## src/rtl/rv_mem_pkg.sv

```systemverilog
// Shared types and constants for the single-port RAM controller.
package rv_mem_pkg;

  typedef enum logic [1:0] {
    IDLE   = 2'd0,
    RD     = 2'd1,
    RMW_WR = 2'd2,
    WACK   = 2'd3
  } mem_state_e;

  localparam logic [3:0] BE_FULL = 4'hF;
  localparam logic [3:0] BE_NONE = 4'h0;

  localparam logic REQ_IF = 1'b0;
  localparam logic REQ_LS = 1'b1;

endpackage

```

## src/rtl/mem_byte_merge.sv

```systemverilog
// Byte-lane merge: each lane takes new_word when its enable is set, else old_word.
module mem_byte_merge (
  input  logic [31:0] old_word,
  input  logic [31:0] new_word,
  input  logic [3:0]  be,
  output logic [31:0] merged
);

  for (genvar i = 0; i < 4; i++) begin : g_lane
    assign merged[8*i +: 8] = be[i] ? new_word[8*i +: 8] : old_word[8*i +: 8];
  end

endmodule

```

## src/rtl/mem_port_ctrl.sv

```systemverilog
// Shares one RAM port between instruction fetch and the LSU; partial stores
// become read-modify-write sequences because the RAM has no byte enables.
//
// state  | meaning
// IDLE   | arbitrate; issue read, full write, or RMW read for the winner
// RD     | read data returned to the granted requester with its ack
// RMW_WR | merged word written back to the latched address
// WACK   | store complete, ls_ack pulsed
module mem_port_ctrl
  import rv_mem_pkg::*;
#(
  parameter int ADDR_LEN = 11
) (
  input  logic                clk,
  input  logic                rst_n,
  input  logic                if_req,
  input  logic [31:0]         if_addr,
  output logic                if_ack,
  output logic [31:0]         if_rdata,
  input  logic                ls_req,
  input  logic                ls_we,
  input  logic [3:0]          ls_be,
  input  logic [31:0]         ls_addr,
  input  logic [31:0]         ls_wdata,
  output logic                ls_ack,
  output logic [31:0]         ls_rdata,
  output logic [ADDR_LEN-1:0] mem_addr,
  output logic                mem_wr_req,
  output logic [31:0]         mem_wr_data,
  input  logic [31:0]         mem_rd_data
);

  mem_state_e          state_q, state_d;
  logic                gnt_q, gnt_d;
  logic                last_ls_q, last_ls_d;
  logic [ADDR_LEN-1:0] lat_addr_q;
  logic [3:0]          lat_be_q;
  logic [31:0]         lat_wdata_q;
  logic                lat_en;
  logic                win_if, win_ls;
  logic [ADDR_LEN-1:0] if_waddr, ls_waddr;
  logic [31:0]         merged_word;
  logic                unused_addr_bits;

  assign if_waddr = if_addr[ADDR_LEN+1:2];
  assign ls_waddr = ls_addr[ADDR_LEN+1:2];
  assign unused_addr_bits = ^{if_addr[31:ADDR_LEN+2], if_addr[1:0],
                              ls_addr[31:ADDR_LEN+2], ls_addr[1:0]};

  assign win_if = if_req & (~ls_req | last_ls_q);
  assign win_ls = ls_req & ~win_if;

  mem_byte_merge u_merge (
    .old_word (mem_rd_data),
    .new_word (lat_wdata_q),
    .be       (lat_be_q),
    .merged   (merged_word)
  );

  always_ff @(posedge clk or negedge rst_n) begin
    if (!rst_n) begin
      state_q     <= IDLE;
      gnt_q       <= REQ_IF;
      last_ls_q   <= 1'b0;
      lat_addr_q  <= '0;
      lat_be_q    <= '0;
      lat_wdata_q <= '0;
    end else begin
      state_q   <= state_d;
      gnt_q     <= gnt_d;
      last_ls_q <= last_ls_d;
      if (lat_en) begin
        lat_addr_q  <= ls_waddr;
        lat_be_q    <= ls_be;
        lat_wdata_q <= ls_wdata;
      end
    end
  end

  always_comb begin
    state_d     = state_q;
    gnt_d       = gnt_q;
    last_ls_d   = last_ls_q;
    lat_en      = 1'b0;
    if_ack      = 1'b0;
    ls_ack      = 1'b0;
    if_rdata    = '0;
    ls_rdata    = '0;
    mem_addr    = '0;
    mem_wr_req  = 1'b0;
    mem_wr_data = '0;
    // Outputs are combinational from state and live inputs, so reset must
    // also gate them directly to kill an in-flight write strobe at once.
    if (rst_n) begin
      unique case (state_q)
        IDLE: begin
          if (win_if) begin
            mem_addr  = if_waddr;
            gnt_d     = REQ_IF;
            last_ls_d = 1'b0;
            state_d   = RD;
          end else if (win_ls) begin
            mem_addr  = ls_waddr;
            gnt_d     = REQ_LS;
            last_ls_d = 1'b1;
            if (!ls_we) begin
              state_d = RD;
            end else if (ls_be == BE_FULL) begin
              mem_wr_req  = 1'b1;
              mem_wr_data = ls_wdata;
              state_d     = WACK;
            end else if (ls_be == BE_NONE) begin
              state_d = WACK;
            end else begin
              lat_en  = 1'b1;
              state_d = RMW_WR;
            end
          end
        end
        RD: begin
          if (gnt_q == REQ_IF) begin
            if_ack   = 1'b1;
            if_rdata = mem_rd_data;
          end else begin
            ls_ack   = 1'b1;
            ls_rdata = mem_rd_data;
          end
          state_d = IDLE;
        end
        RMW_WR: begin
          mem_addr    = lat_addr_q;
          mem_wr_req  = 1'b1;
          mem_wr_data = merged_word;
          state_d     = WACK;
        end
        WACK: begin
          ls_ack  = 1'b1;
          state_d = IDLE;
        end
        default: state_d = IDLE;
      endcase
    end
  end

endmodule

```

## config.mk

```make
export PLATFORM = sky130hd
export DESIGN_NAME = mem_port_ctrl
export DESIGN_NICKNAME = d
export VERILOG_FILES = /design/src/rtl/rv_mem_pkg.sv /design/src/rtl/mem_byte_merge.sv /design/src/rtl/mem_port_ctrl.sv
export SDC_FILE = /design/constraint.sdc
export NUM_CORES = 1
export LEC_CHECK = 0
export BUFFER_PORTS_ARGS = -buffer_cell sky130_fd_sc_hd__buf_4
export CAP_MARGIN = 20
export CORE_AREA = 2 2 95 97
export DETAILED_ROUTE_END_ITERATION = 16
export DIE_AREA = 0 0 97 99
export GPL_ROUTABILITY_DRIVEN = 0
export PLACE_DENSITY_LB_ADDON = 0.12
export SLEW_MARGIN = 10
export SYNTH_ARGS = -nofsm -noshare
export SYNTH_HDL_FRONTEND = slang
export SYNTH_HIERARCHICAL = 1
export SYNTH_SLANG_ARGS = --single-unit
```

## constraint.sdc

```tcl
create_clock -name clk -period 5.8 [get_ports clk]
set_input_delay 0.87 -clock clk [delete_from_list [all_inputs] [get_ports clk]]
set_output_delay 0.87 -clock clk [all_outputs]
set_load 0.02 [all_outputs]
```

==> impl_summary.md, run 1 <==
Setup path
The startpoint type of the worst setup path is an input port. Among all stages on the critical path, the largest delay is contributed by sky130_fd_sc_hd__buf_4. The sum of buffers and inverters on the critical path is 3. The critical path goes through buf_4, or3b_4, nor2_2, buf_4, a22o_1, buf_4. The kind of critical path is in2out.

The gate family responsible for the most delay along the worst path is buffers and inverters. The cell type with the highest occurrence count on the critical path is sky130_fd_sc_hd__buf_4. The capturing element type of the critical path is an output port.

The worst path arrival time is 3.05 ns. The largest single stage delay on the critical path is 0.53 ns. The highest fanout seen on the critical path is 56. The data required time of the worst path is 4.93 ns.

Global route
The number of antenna violations at the first check in global routing is 0. The global routing usage summed across all routing layers is 19.6%. The via count of the first global-routing pass is 3,101. The first global-routing pass estimated 15.5 mm of wire. Entering global routing, the biggest net connects 57 pins. Global routing finished with a remaining overflow of 0.

Floorplanning
The starting density of the core is 42.1%. The floorplan core area is 8550 µm². The number of ports placed on the die boundary is 247. The die boundary width is 97 µm. The overall die area is 9600 µm².

The y dimension of the die is 99 µm. The row count is 34.

STA
The smallest clock period supported by the final layout is computed as 3.92 ns. The total setup violations reported at the end of the flow is 0. The worst pin sits at a relative slew slack of 43.9%.

On the final layout, the worst clock skew is 0.00955 ns. The final hold violation count is 0. The aggregate negative setup slack is 0 ns. Setup repair after global routing left no endpoint under its margin. At the pin with the least slew margin, the transition time is 0.841 ns. The peak clock frequency supported by timing is 0.255 GHz. The number of max-slew violations in the final report is 0. The final worst-path cycle share is 67.6%.

Yosys
The sequential fraction of the synthesis area is 34.8%. The synthesized area divided by synthesized cell count is 12.0 µm². The post-synthesis register bit count is 50. The total standard cell area after synthesis is 3600 µm². During synthesis, Yosys emitted a total of 6 warnings.

The fraction of synthesized cell area taken by the top area cell type is 34.8%. The synthesized netlist contains 29 unique library cells. The cell count after synthesis is 300.

sky130_fd_sc_hd__dfrtp_1 takes more of the synthesized area than any other cell. The net count of the mapped netlist is 437. By area the synthesized netlist is led by sky130_fd_sc_hd__dfrtp_1 (35%), sky130_fd_sc_hd__mux2_4 (26%), sky130_fd_sc_hd__and2_1 (11%).

Route
The detail route stage leaves a number of antenna-violating nets equal to 0. The first routing iteration left 110 violations. The number of iterations in the first detailed-routing pass is 4. The via density per instance is 5.12. The wire length after detailed routing is 9.84 mm. The count of unresolved DRC violations after routing is 0. The total via count after detailed routing is 3,072. The average detailed-routed wire length per instance is 16.4 µm.

Clocking
The clock drives 50 sinks. After clock tree synthesis, the flow added hold-fix buffers numbering 0. CTS placed an instance of sky130_fd_sc_hd__clkbuf_8 at the clock tree root. Clock-pin slew was measured on the worst setup and hold paths at 0.09 ns. The latest clock arrival within the worst-skew pair is 0.30 ns.

The number of buffers inserted during clock tree synthesis is 5. The maximum clock path buffer count is 2. The number of buffers inserted by post-CTS setup repair is 0. The TritonCTS clock tree is built. The level count of the clock H-tree is 2. The number of gates resized after CTS was 0.

Placement
The number of port buffers is 204. The half-perimeter wire length of the detailed placement result is 7.00 mm. The placed instances occupy a cell area of 5120 µm².

Finish
The number of nets at the end of the flow is 628. The area used by sequential logic in the layout is 1250 µm². In the final layout, the multi-input gates occupy 2170 µm². Cells with a size suffix above 1 make up 61.2% of the layout. Leaving out fill and tap cells, the most frequent cells in the layout are sky130_fd_sc_hd__buf_4 (207), sky130_fd_sc_hd__and2_1 (64), sky130_fd_sc_hd__mux2_4 (62). After filler insertion, the fill cell instance count of the layout stands at 729.

The most common cell after layout, fill and taps aside is sky130_fd_sc_hd__buf_4. The number of diodes is 0. The cell area after layout is 5250 µm². Compared with the post-synthesis result, the final layout area differs by 46.0%.

Job
Across the run, the number of max-cap violations was 0.

Power and ir drop
The highest ir drop seen on vdd is 0.186 mV. The reported leakage power is 0.00276 µW. Summing internal, switching and leakage power gives 1940 µW. In this run the power density over the cells is 370 nW/µm².

Hold path
The path class of the lowest-slack min-delay path is reg2reg.

Run status
The run finished with clean final reports.
[sequential cells by signal (all words and copies together), names as in the netlist]
signal       cells
state_q          2
lat_addr_q      11
lat_wdata_q     32
lat_be_q         4
last_ls_q        1
[routing by layer]
layer | global-route usage (%) | routed length (µm)
met1 | 24.4 | 4160
met2 | 34.7 | 4870
met3 | 4.89 | 714
met4 | 4.01 | 96
met5 | 0 | 0
[area by class of cell]
class                      instances  share of cell area [%]
sequential                        50                    23.8
inverter                           4                   0.286
multi-input combinational        222                    41.3
clock buffer                       6                    1.38
tap                              108                    2.57
timing repair buffer             208                    30.0
clock inverter                     2                   0.714
[final timing paths]
| check | slack [ns] | start | cells after the start | endpoint |
|---|---|---|---|---|
| worst max register to register | 2.87 | state_q[1]$_DFFE_PN0P_ | 4 | lat_wdata_q[2]$_DFFE_PN0P_ |
| worst min register to register | 0.52 | lat_wdata_q[4]$_DFFE_PN0P_ | 1 | lat_wdata_q[4]$_DFFE_PN0P_ |
| min in group asynchronous | 0.60 | rst_n | 1 | lat_wdata_q[4]$_DFFE_PN0P_ |
| worst min-delay path | 0.52 | lat_wdata_q[4]$_DFFE_PN0P_ | 1 | lat_wdata_q[4]$_DFFE_PN0P_ |
| worst max-delay path | 1.88 | rst_n | 6 | mem_wr_data[0] |
| max in group asynchronous | 4.73 | rst_n | 1 | lat_addr_q[2]$_DFFE_PN0P_ |
[cells by family (layout without fill, tap and decap cells)]
kind of cell,after synthesis,count (layout),synth area share [%]
and+or+nand+nor,79,79,13.7
muxes,79,79,31.2
AOI/OAI and AO/OA,64,64,14.8
buffers and inverters,28,220,5.53
DFF,50,50,34.8
[stage by stage]
stage / hold slack [ns] / utilization [%] / std cells / worst slack [ns]
after CTS: 0.519 / 61.2 / 599 / 1.82
after global routing: 0.532 / 61.4 / 600 / 1.68
final: 0.518 / 61.4 / 600 / 1.88
after global placement: 0.489 / 59.9 / 591 / 1.81
after detailed placement: 0.495 / 59.9 / 591 / 1.80
after floorplan: 0.476 / - / 300 / 2.80
[power by group]
group / switching [µW] / total [µW] / internal [µW] / leakage, µW
Clock: 116 / 245 / 129 / 0.0000514
Combinational: 391 / 1020 / 627 / 0.00211
Sequential: 163 / 682 / 518 / 0.000607
Total: 671 / 1940 / 1270 / 0.00276
[Yosys cell counts, drive strengths merged]
cell	n
dfrtp	50
o21ai	1
and4	1
a31oi	1
and3	2
nor4	1
clkbuf	15
nand2b	2
a22o	43
nor2	4
a21o	11
a21oi	4
a211oi	1
o21a	1
and2	64
buf	9
nand2	1
nor3	2
o2111ai	1
or3b	1
mux2	79
nand4	1
o21bai	1
inv	4
[worst reg2reg max path: cells and delay by family (launching register included)]
kind | cells | cell delay, ns
DFF | 1 | 0.47
muxes | 1 | 0.46
and+or+nand+nor | 2 | 1.32
AOI/OAI and AO/OA | 1 | 0.57
Note: power is estimated with default switching activity, not from simulation.
==> inputs of run 2 (changes only) <==
- ABC_AREA: not set -> 1
- CORE_AREA: 2 2 95 97 -> not set
- CORE_MARGIN: not set -> 2
- CORE_UTILIZATION: not set -> 40
- DIE_AREA: 0 0 97 99 -> not set
- clock period: 5.8 -> 3.4 ns (I/O delays scaled with it)
==> run 2 against run 1 <==
Routed wire length grew 39%. Synthesized cell count increased by 130%. Utilization down 3.6 points. Hold slack got worse by 0.44 ns. First-iteration DRC count increased to 2.7 times the previous value. Non-clock buffer count is 8 higher. Final cell count rose by 66%. Synthesized area is 11% higher. Critical path type is now reg2out. Critical endpoint is now ls_rdata[25].
==> impl_summary.md, run 2 <==
Global route
The global routing usage summed across all routing layers is 24.9% (was 19.6%). The number of antenna violations at the first check in global routing is 0 (unchanged). The total congestion overflow is 0 (unchanged). The pin count of the biggest net entering global routing is 50 (was 57). The via count of the first global-routing pass is 4,728 (was 3,101). The global-route wire length before repair is 22.3 mm (was 15.5 mm).

STA
The number of max-slew violations in the final report is 0 (unchanged). The final worst-path cycle share is 84.0%. For the finished layout, the period the worst path requires is 2.86 ns. The total setup violations reported at the end of the flow is 0 (unchanged).

The relative max-transition margin was 29.4% (was 43.9%). Setup repair after global routing missed its margin: false (unchanged). The final hold violation count is 0 (unchanged). The final clock skew is 0.00751 ns (was 0.00955 ns). The aggregate negative setup slack is 0 ns (unchanged). The transition time of the tightest slew-check pin is 1.06 ns (was 0.841 ns). The peak clock frequency supported by timing is 0.350 GHz.

Setup path
The worst reg2reg path depth is 6 (was 4). The startpoint type of the worst setup path is a flop (was input port). The endpoint of the worst register-to-register path was lat_wdata_q[2]$_DFFE_PN0P_ (unchanged). The kind of critical path is reg2out (was in2out).

The data required time of the worst path is 2.89 ns (was 4.93 ns). The highest fanout seen on the critical path is 17 (was 56). The internal reg-to-reg setup slack is 0.76 ns (was 2.87 ns).

The capturing element type of the critical path is an output port (unchanged). The worst path arrival time was 2.35 ns (was 3.05 ns). The startpoint of the most critical setup path is state_q[1]$_DFFE_PN0P_ (was rst_n). The startpoint of the most critical register-to-register path is last_ls_q$_DFFE_PN0P_ (was state_q[1]$_DFFE_PN0P_).

Route
The total via count after detailed routing is 4,936 (was 3,072). The DRC violation total after the first TritonRoute iteration is 299 (was 110). The count of unresolved DRC violations after routing was 0 (unchanged). The wire length after detailed routing is 13.7 mm (was 9.84 mm). The average detailed-routed wire length per instance is 13.7 µm (was 16.4 µm). The number of iterations in the first detailed-routing pass was 5 (was 4). The post-route antenna net violation count is 0 (unchanged). The via density per instance is 4.97 (was 5.12).

Yosys
The sequential fraction of the synthesis area is 31.4% (was 34.8%). The synthesized area divided by synthesized cell count was 5.80 µm² (was 12.0 µm²). The async set-or-reset flop fraction in the synthesized netlist was 100% (unchanged). The post-synthesis register bit count came to 50 (unchanged). Largest cells by area after synthesis: sky130_fd_sc_hd__dfrtp_1 (31%), sky130_fd_sc_hd__nand2_1 (25%), sky130_fd_sc_hd__nor2_1 (9.4%) (was sky130_fd_sc_hd__dfrtp_1 (35%), sky130_fd_sc_hd__mux2_4 (26%), sky130_fd_sc_hd__and2_1 (11%)).

The number of unique standard cell types used by synthesis came to 22 (was 29). The net count of the mapped netlist is 823 (was 437). The total standard cell area after synthesis is 3980 µm² (was 3600 µm²). The number of enable-type register cells in the synthesized netlist is 0 (unchanged). The most common cell in the netlist is sky130_fd_sc_hd__nand2_1 (was sky130_fd_sc_hd__and2_1).

The fraction of synthesized cell area taken by the top area cell type is 31.4% (was 34.8%). The largest area contributor in the netlist was sky130_fd_sc_hd__dfrtp_1 (unchanged). The leading register cell type out of synthesis is sky130_fd_sc_hd__dfrtp_1 (unchanged). Most numerous cell types in the synthesized netlist: sky130_fd_sc_hd__nand2_1 (260), sky130_fd_sc_hd__nor2_1 (100), sky130_fd_sc_hd__inv_1 (72) (was sky130_fd_sc_hd__and2_1 (64), sky130_fd_sc_hd__mux2_4 (62), sky130_fd_sc_hd__dfrtp_1 (50)). The synthesis warning total is 6 (unchanged). The cell count after synthesis is 686 (was 300).

Floorplanning
The die boundary width is 104 µm (was 97 µm). The starting density of the core came to 40.9% (was 42.1%). The floorplan core area is 9730 µm² (was 8550 µm²).

The row count came to 36 (was 34). The y dimension of the die is 104 µm (was 99 µm). The number of ports placed on the die boundary came to 247 (unchanged). The overall die area came to 10,800 µm² (was 9600 µm²).

Finish
The number of flip-flops in the largest register is 32 (unchanged). The final-layout fill cell count is 1,012 (was 729). The number of diodes was 0 (unchanged). The final core utilization is 57.8% (was 61.4%). Commonest cells after routing, fill and taps aside: sky130_fd_sc_hd__nand2_1 (259), sky130_fd_sc_hd__buf_4 (215), sky130_fd_sc_hd__nor2_1 (99) (was sky130_fd_sc_hd__buf_4 (207), sky130_fd_sc_hd__and2_1 (64), sky130_fd_sc_hd__mux2_4 (62)). The area overhead of the layout relative to synthesis is 41.4% (was 46.0%). The final non-filler cell total was 994 (was 600). The most common cell after layout, fill and taps aside is sky130_fd_sc_hd__nand2_1 (was sky130_fd_sc_hd__buf_4).

The number of nets at the end of the flow is 997 (was 628). The top register by number of flip-flops is lat_wdata_q (unchanged). The layout cell share with drive strength beyond 1 came to 27.3% (was 61.2%). Registers with the most flip-flops: lat_wdata_q (32), lat_addr_q (11), lat_be_q (4) (unchanged).

The cell area after layout is 5620 µm² (was 5250 µm²).

Power and ir drop
The post-route total power is 2870 µW (was 1940 µW). The reported leakage power is 0.00328 µW (was 0.00276 µW). The power per unit of standard cell area is 510 nW/µm² (was 370 nW/µm²). The highest ir drop seen on vdd is 0.260 mV (was 0.186 mV).

Clocking
The level count of the clock H-tree came to 2 (unchanged). The clock root buffer master is sky130_fd_sc_hd__clkbuf_8 (unchanged). The clock transition at the registers of the reported paths was 0.09 ns (about the same). The post-cts resize count is 0 (unchanged). The number of buffers inserted by post-CTS setup repair is 0 (unchanged). The maximum clock path buffer count is 2 (unchanged).

The number of buffers inserted during clock tree synthesis is 5 (unchanged). The number of sinks handled by clock tree synthesis is 50 (unchanged). The TritonCTS clock tree is built (unchanged). The number of buffers inserted for hold repair after clock tree synthesis is 0 (unchanged). The latest clock arrival within the worst-skew pair is 0.31 ns (was 0.30 ns).

Placement
The area after detailed placement is 5510 µm² (was 5120 µm²). The number of port buffers is 204 (unchanged). The cell total after placement is 985 (was 591). The half-perimeter wire length of the detailed placement result is 9.56 mm (was 7.00 mm).

Run status
Outcome: completed (unchanged).

Job
The count of max-cap constraint violations came to 0 (unchanged).

Hold path
The path class of the lowest-slack min-delay path is in2async (was reg2reg).
==> run 2: cell types whose count changed after synthesis, moves of 32 or more <==
cell,before,now
sky130_fd_sc_hd__a22o_1,43,0
sky130_fd_sc_hd__and2_1,64,1
sky130_fd_sc_hd__nand4_1,1,33
sky130_fd_sc_hd__nor2_1,4,100
sky130_fd_sc_hd__nand3_1,0,71
sky130_fd_sc_hd__nand2_1,1,260
sky130_fd_sc_hd__inv_1,4,72
sky130_fd_sc_hd__mux2_4,62,0
==> run 2: stage by stage <==
stage	hold slack [ns]	setup WS, ns
6_report	0.0744	0.543
5_1_grt	0.0722	0.326
4_1_cts	0.0724	0.517
3_5_place_dp	0.414	0.364
3_3_place_gp	0.412	0.397
2_1_floorplan	0.214	0.972
==> run 2: final cells by class <==
class                      count  area (µm²)  share of cell area (%)
multi-input combinational    509        2190                    38.9
timing repair buffer         216        1630                    29.1
sequential                    50        1250                    22.2
inverter                      78         293                    5.21
tap                          133         166                    2.96
clock buffer                   7        86.3                    1.54
clock inverter                 1        5.00                  0.0890
==> run 2: worst max path at each step <==
stage,to,slack [ns],depth (start not counted)
floorplan,if_rdata[10],0.97,6
global placement,lat_wdata_q[4]$_DFFE_PN0P_,0.40,7
detailed placement,lat_wdata_q[8]$_DFFE_PN0P_,0.36,7
CTS,ls_rdata[25],0.52,5
global route,ls_rdata[25],0.33,5
finish,ls_rdata[25],0.54,5
==> run 2: report_power, final <==
part	total, µW	switching [µW]	internal (µW)
Clock	368	203	165
Combinational	1430	899	530
Sequential	1070	216	853
==> run 2: cells by family after synthesis <==
logic type / Yosys count / synth area share [%]
buf+inv: 127 / 14.2
compound gates: 39 / 5.28
simple gates: 470 / 49.1
flops: 50 / 31.4
==> run 2: critical path, stage by stage (launching register included) <==
cell and delay, ns:
sky130_fd_sc_hd__dfrtp_1 0.41, sky130_fd_sc_hd__inv_1 0.23, sky130_fd_sc_hd__nand4_1 0.65, sky130_fd_sc_hd__buf_4 0.46
sky130_fd_sc_hd__nor2_1 0.13, sky130_fd_sc_hd__buf_4 0.15
==> run 2: metal layers <==
metal / up-vias / track usage [%] / part of all wire, %
met5: - / 0 / 0
met4: 0 / 7.34 / 1.4
met3: 15 / 5.16 / 7.9
met2: 215 / 45.9 / 50
met1: 2238 / 29.0 / 41
li1: 2468 / - / -
==> inputs of run 3 (changes only) <==
- CORE_UTILIZATION: 40 -> 44
- clock period: 3.4 -> 2.71 ns (I/O delays scaled with it)
==> run 3 against run 2 <==
Clock skew decreased by 0.0041 ns. Highest routed layer unchanged. Combinational power increased by 29%. Die area decreased by 8.7%. Setup slack got worse by 0.16 ns. Power increased by 26%. Design area increased by 0.82%. Routed wire length decreased by 0.53%. Critical endpoint is now mem_addr[10]. Sequential cell count unchanged. Clock power increased by 23%. Sequential power increased by 24%. First-iteration DRC count decreased by 16%. Utilization increased by 6.9 points.
==> impl_summary.md, run 3 (same netlist as run 2, synthesis figures left out) <==
Setup path
The data required time of the worst path is 2.30 ns (was 2.89 ns). The delay of the slowest cell on the worst path was 0.47 ns (was 0.65 ns). The worst-path cell with the longest stage delay is sky130_fd_sc_hd__nor2_4 (was sky130_fd_sc_hd__nand4_1). The kind of critical path is reg2out (unchanged). The worst path arrival time is 1.93 ns (was 2.35 ns). The capturing element type of the critical path is an output port (unchanged). The highest fanout seen on the critical path is 23 (was 17). Cells along the critical path: inv_1, nand3_2, nor2_4, nand2_1, nand3_1, buf_4 (was inv_1, nand4_1, buf_4, nor2_1, buf_4). The startpoint type of the worst setup path is a flop (unchanged).

Hold path
The path class of the lowest-slack min-delay path is in2async (unchanged).

Placement
The half-perimeter wire length of the detailed placement result is 9.71 mm (was 9.56 mm). The cell total after placement is 969 (was 985). The number of port buffers is 204 (unchanged). The area after detailed placement came to 5570 µm² (was 5510 µm²).

STA
The final clock skew was 0.00342 ns (was 0.00751 ns). Setup repair after global routing missed its margin: false (unchanged). Derived from the worst setup path, the maximum achievable clock frequency is 0.429 GHz.

The number of max-slew violations in the final report came to 0 (unchanged). The relative max-transition margin is 47.4% (was 29.4%). The worst path uses 86.0% of the clock period. The aggregate negative setup slack is 0 ns (unchanged).

The transition time of the tightest slew-check pin came to 0.786 ns (was 1.06 ns). The final hold violation count is 0 (unchanged). The total setup violations reported at the end of the flow was 0 (unchanged).

After layout, the minimum clock period comes to 2.33 ns.

Power and ir drop
The highest ir drop seen on vdd is 0.321 mV (was 0.260 mV). The reported leakage power was 0.00333 µW (was 0.00328 µW). The power per unit of standard cell area was 639 nW/µm² (was 510 nW/µm²).

Clocking
The maximum clock path buffer count was 2 (unchanged). The clock root buffer master was sky130_fd_sc_hd__clkbuf_8 (unchanged). The clock transition at the registers of the reported paths is 0.09 ns (about the same). The number of buffers inserted by post-CTS setup repair came to 0 (unchanged). The number of sinks handled by clock tree synthesis is 50 (unchanged).

The level count of the clock H-tree came to 2 (unchanged). The TritonCTS clock tree is built (unchanged). The post-cts resize count is 0 (unchanged). The number of buffers inserted during clock tree synthesis is 5 (unchanged). The latest clock arrival within the worst-skew pair is 0.31 ns (about the same).

Finish
The number of flip-flops in the largest register is 32 (unchanged). The area overhead of the layout relative to synthesis is 42.5% (was 41.4%). The final non-filler cell total is 978 (was 994). The cell area after layout came to 5670 µm² (was 5620 µm²). Commonest cells after routing, fill and taps aside: sky130_fd_sc_hd__nand2_1 (259), sky130_fd_sc_hd__buf_4 (222), sky130_fd_sc_hd__nor2_1 (99) (was sky130_fd_sc_hd__nand2_1 (259), sky130_fd_sc_hd__buf_4 (215), sky130_fd_sc_hd__nor2_1 (99)). Registers with the most flip-flops: lat_wdata_q (32), lat_addr_q (11), lat_be_q (4) (unchanged). The layout cell share with drive strength beyond 1 is 27.9% (was 27.3%). The number of nets at the end of the flow is 1,006 (was 997). The final-layout fill cell count was 851 (was 1,012). The top register by number of flip-flops is lat_wdata_q (unchanged).

The most common cell after layout, fill and taps aside is sky130_fd_sc_hd__nand2_1 (unchanged). The number of diodes is 0 (unchanged).

Route
The via density per instance is 5.18 (was 4.97). The wire length after detailed routing came to 13.6 mm (was 13.7 mm). The average detailed-routed wire length per instance is 13.9 µm (was 13.7 µm).

The post-route antenna net violation count is 0 (unchanged). The number of iterations in the first detailed-routing pass came to 4 (was 5). The count of unresolved DRC violations after routing came to 0 (unchanged). The DRC violation total after the first TritonRoute iteration is 252 (was 299).

The total via count after detailed routing was 5,064 (was 4,936).

Global route
The global-route wire length before repair is 22.4 mm (was 22.3 mm). The pin count of the biggest net entering global routing is 36 (was 50). The number of antenna violations at the first check in global routing is 0 (unchanged). The total congestion overflow is 0 (unchanged). The via count of the first global-routing pass is 4,782 (was 4,728).

The global routing usage summed across all routing layers is 27.6% (was 24.9%).

Floorplanning
The row count is 34 (was 36). The die boundary width is 99.1 µm (was 104 µm). The floorplan core area is 8760 µm² (was 9730 µm²).

The starting density of the core came to 45.4% (was 40.9%). The number of ports placed on the die boundary is 247 (unchanged). The y dimension of the die was 99.1 µm (was 104 µm).

The overall die area is 9820 µm² (was 10,800 µm²).

Job
The count of max-cap constraint violations was 0 (unchanged).

Run status
Outcome: completed (unchanged).
==> run 3: cell count changes in the layout (fill, tap and decap cells not counted), sizes merged <==
| cell | previous run | this run |
|---|---|---|
| dlygate4sd3 | 0 | 1 |
| buf | 216 | 224 |
==> run 3: power by group <==
group	switching (µW)	total, µW	leakage, µW	internal (µW)
Clock	245	451	0.0000482	206
Sequential	263	1330	0.000628	1070
Combinational	1140	1840	0.00265	694
Total	1650	3620	0.00333	1970
==> run 3: critical path, delay by kind of cell (launching register included) <==
kind	cells	cell delay, ns
AND/OR/NAND/NOR	4	0.84
buffers and inverters	2	0.36
flip-flops	1	0.41
==> run 3: worst paths after layout <==
kind                                        startpoint  slack (ns)                          end  depth (start not counted)
setup / recovery                state_q[1]$_DFFE_PN0P_        0.38                 mem_addr[10]                          6
hold / removal                                   rst_n        0.13   lat_wdata_q[2]$_DFFE_PN0P_                          2
setup reg to reg                state_q[1]$_DFFE_PN0P_        0.56  lat_wdata_q[28]$_DFFE_PN0P_                          8
hold reg to reg            lat_wdata_q[29]$_DFFE_PN0P_        0.48  lat_wdata_q[29]$_DFFE_PN0P_                          2
max in group asynchronous                        rst_n        1.41        last_ls_q$_DFFE_PN0P_                          2
min in group clk                           ls_wdata[2]        0.33   lat_wdata_q[2]$_DFFE_PN0P_                          3
==> run 3: area by class of cell <==
type / count / area, µm² / area share, %
clock buffer: 7 / 86.3 / 1.52
multi-input combinational: 509 / 2180 / 38.5
sequential: 50 / 1250 / 22.1
clock inverter: 1 / 5.00 / 0.0883
inverter: 78 / 293 / 5.16
timing repair buffer: 225 / 1720 / 30.3
tap: 108 / 135 / 2.38
==> run 3: through the flow <==
stage                     total power [µW]  worst slack [ns]  util, %  hold WS [ns]
after CTS                             3630             0.357     64.7         0.132
final                                 3620             0.378     64.7         0.134
after global placement                3110             0.519     63.5         0.320
after detailed placement              3180             0.462     63.5         0.321
after floorplan                       2510             0.489        -         0.111
after global routing                  3930             0.198     64.7         0.142
==> run 3: per-layer routing <==
layer	track usage, %	share of wire [%]
met1	34.8	40
met2	48.8	50
met3	4.15	8.0
met4	8.85	2.1
met5	0	0
==> run 3: repair_timing <==
item                                    4_1_cts  5_1_grt
hold endpoints to repair                     17        0
hold buffers                                  1        0
endpoints found under the setup margin        0        0
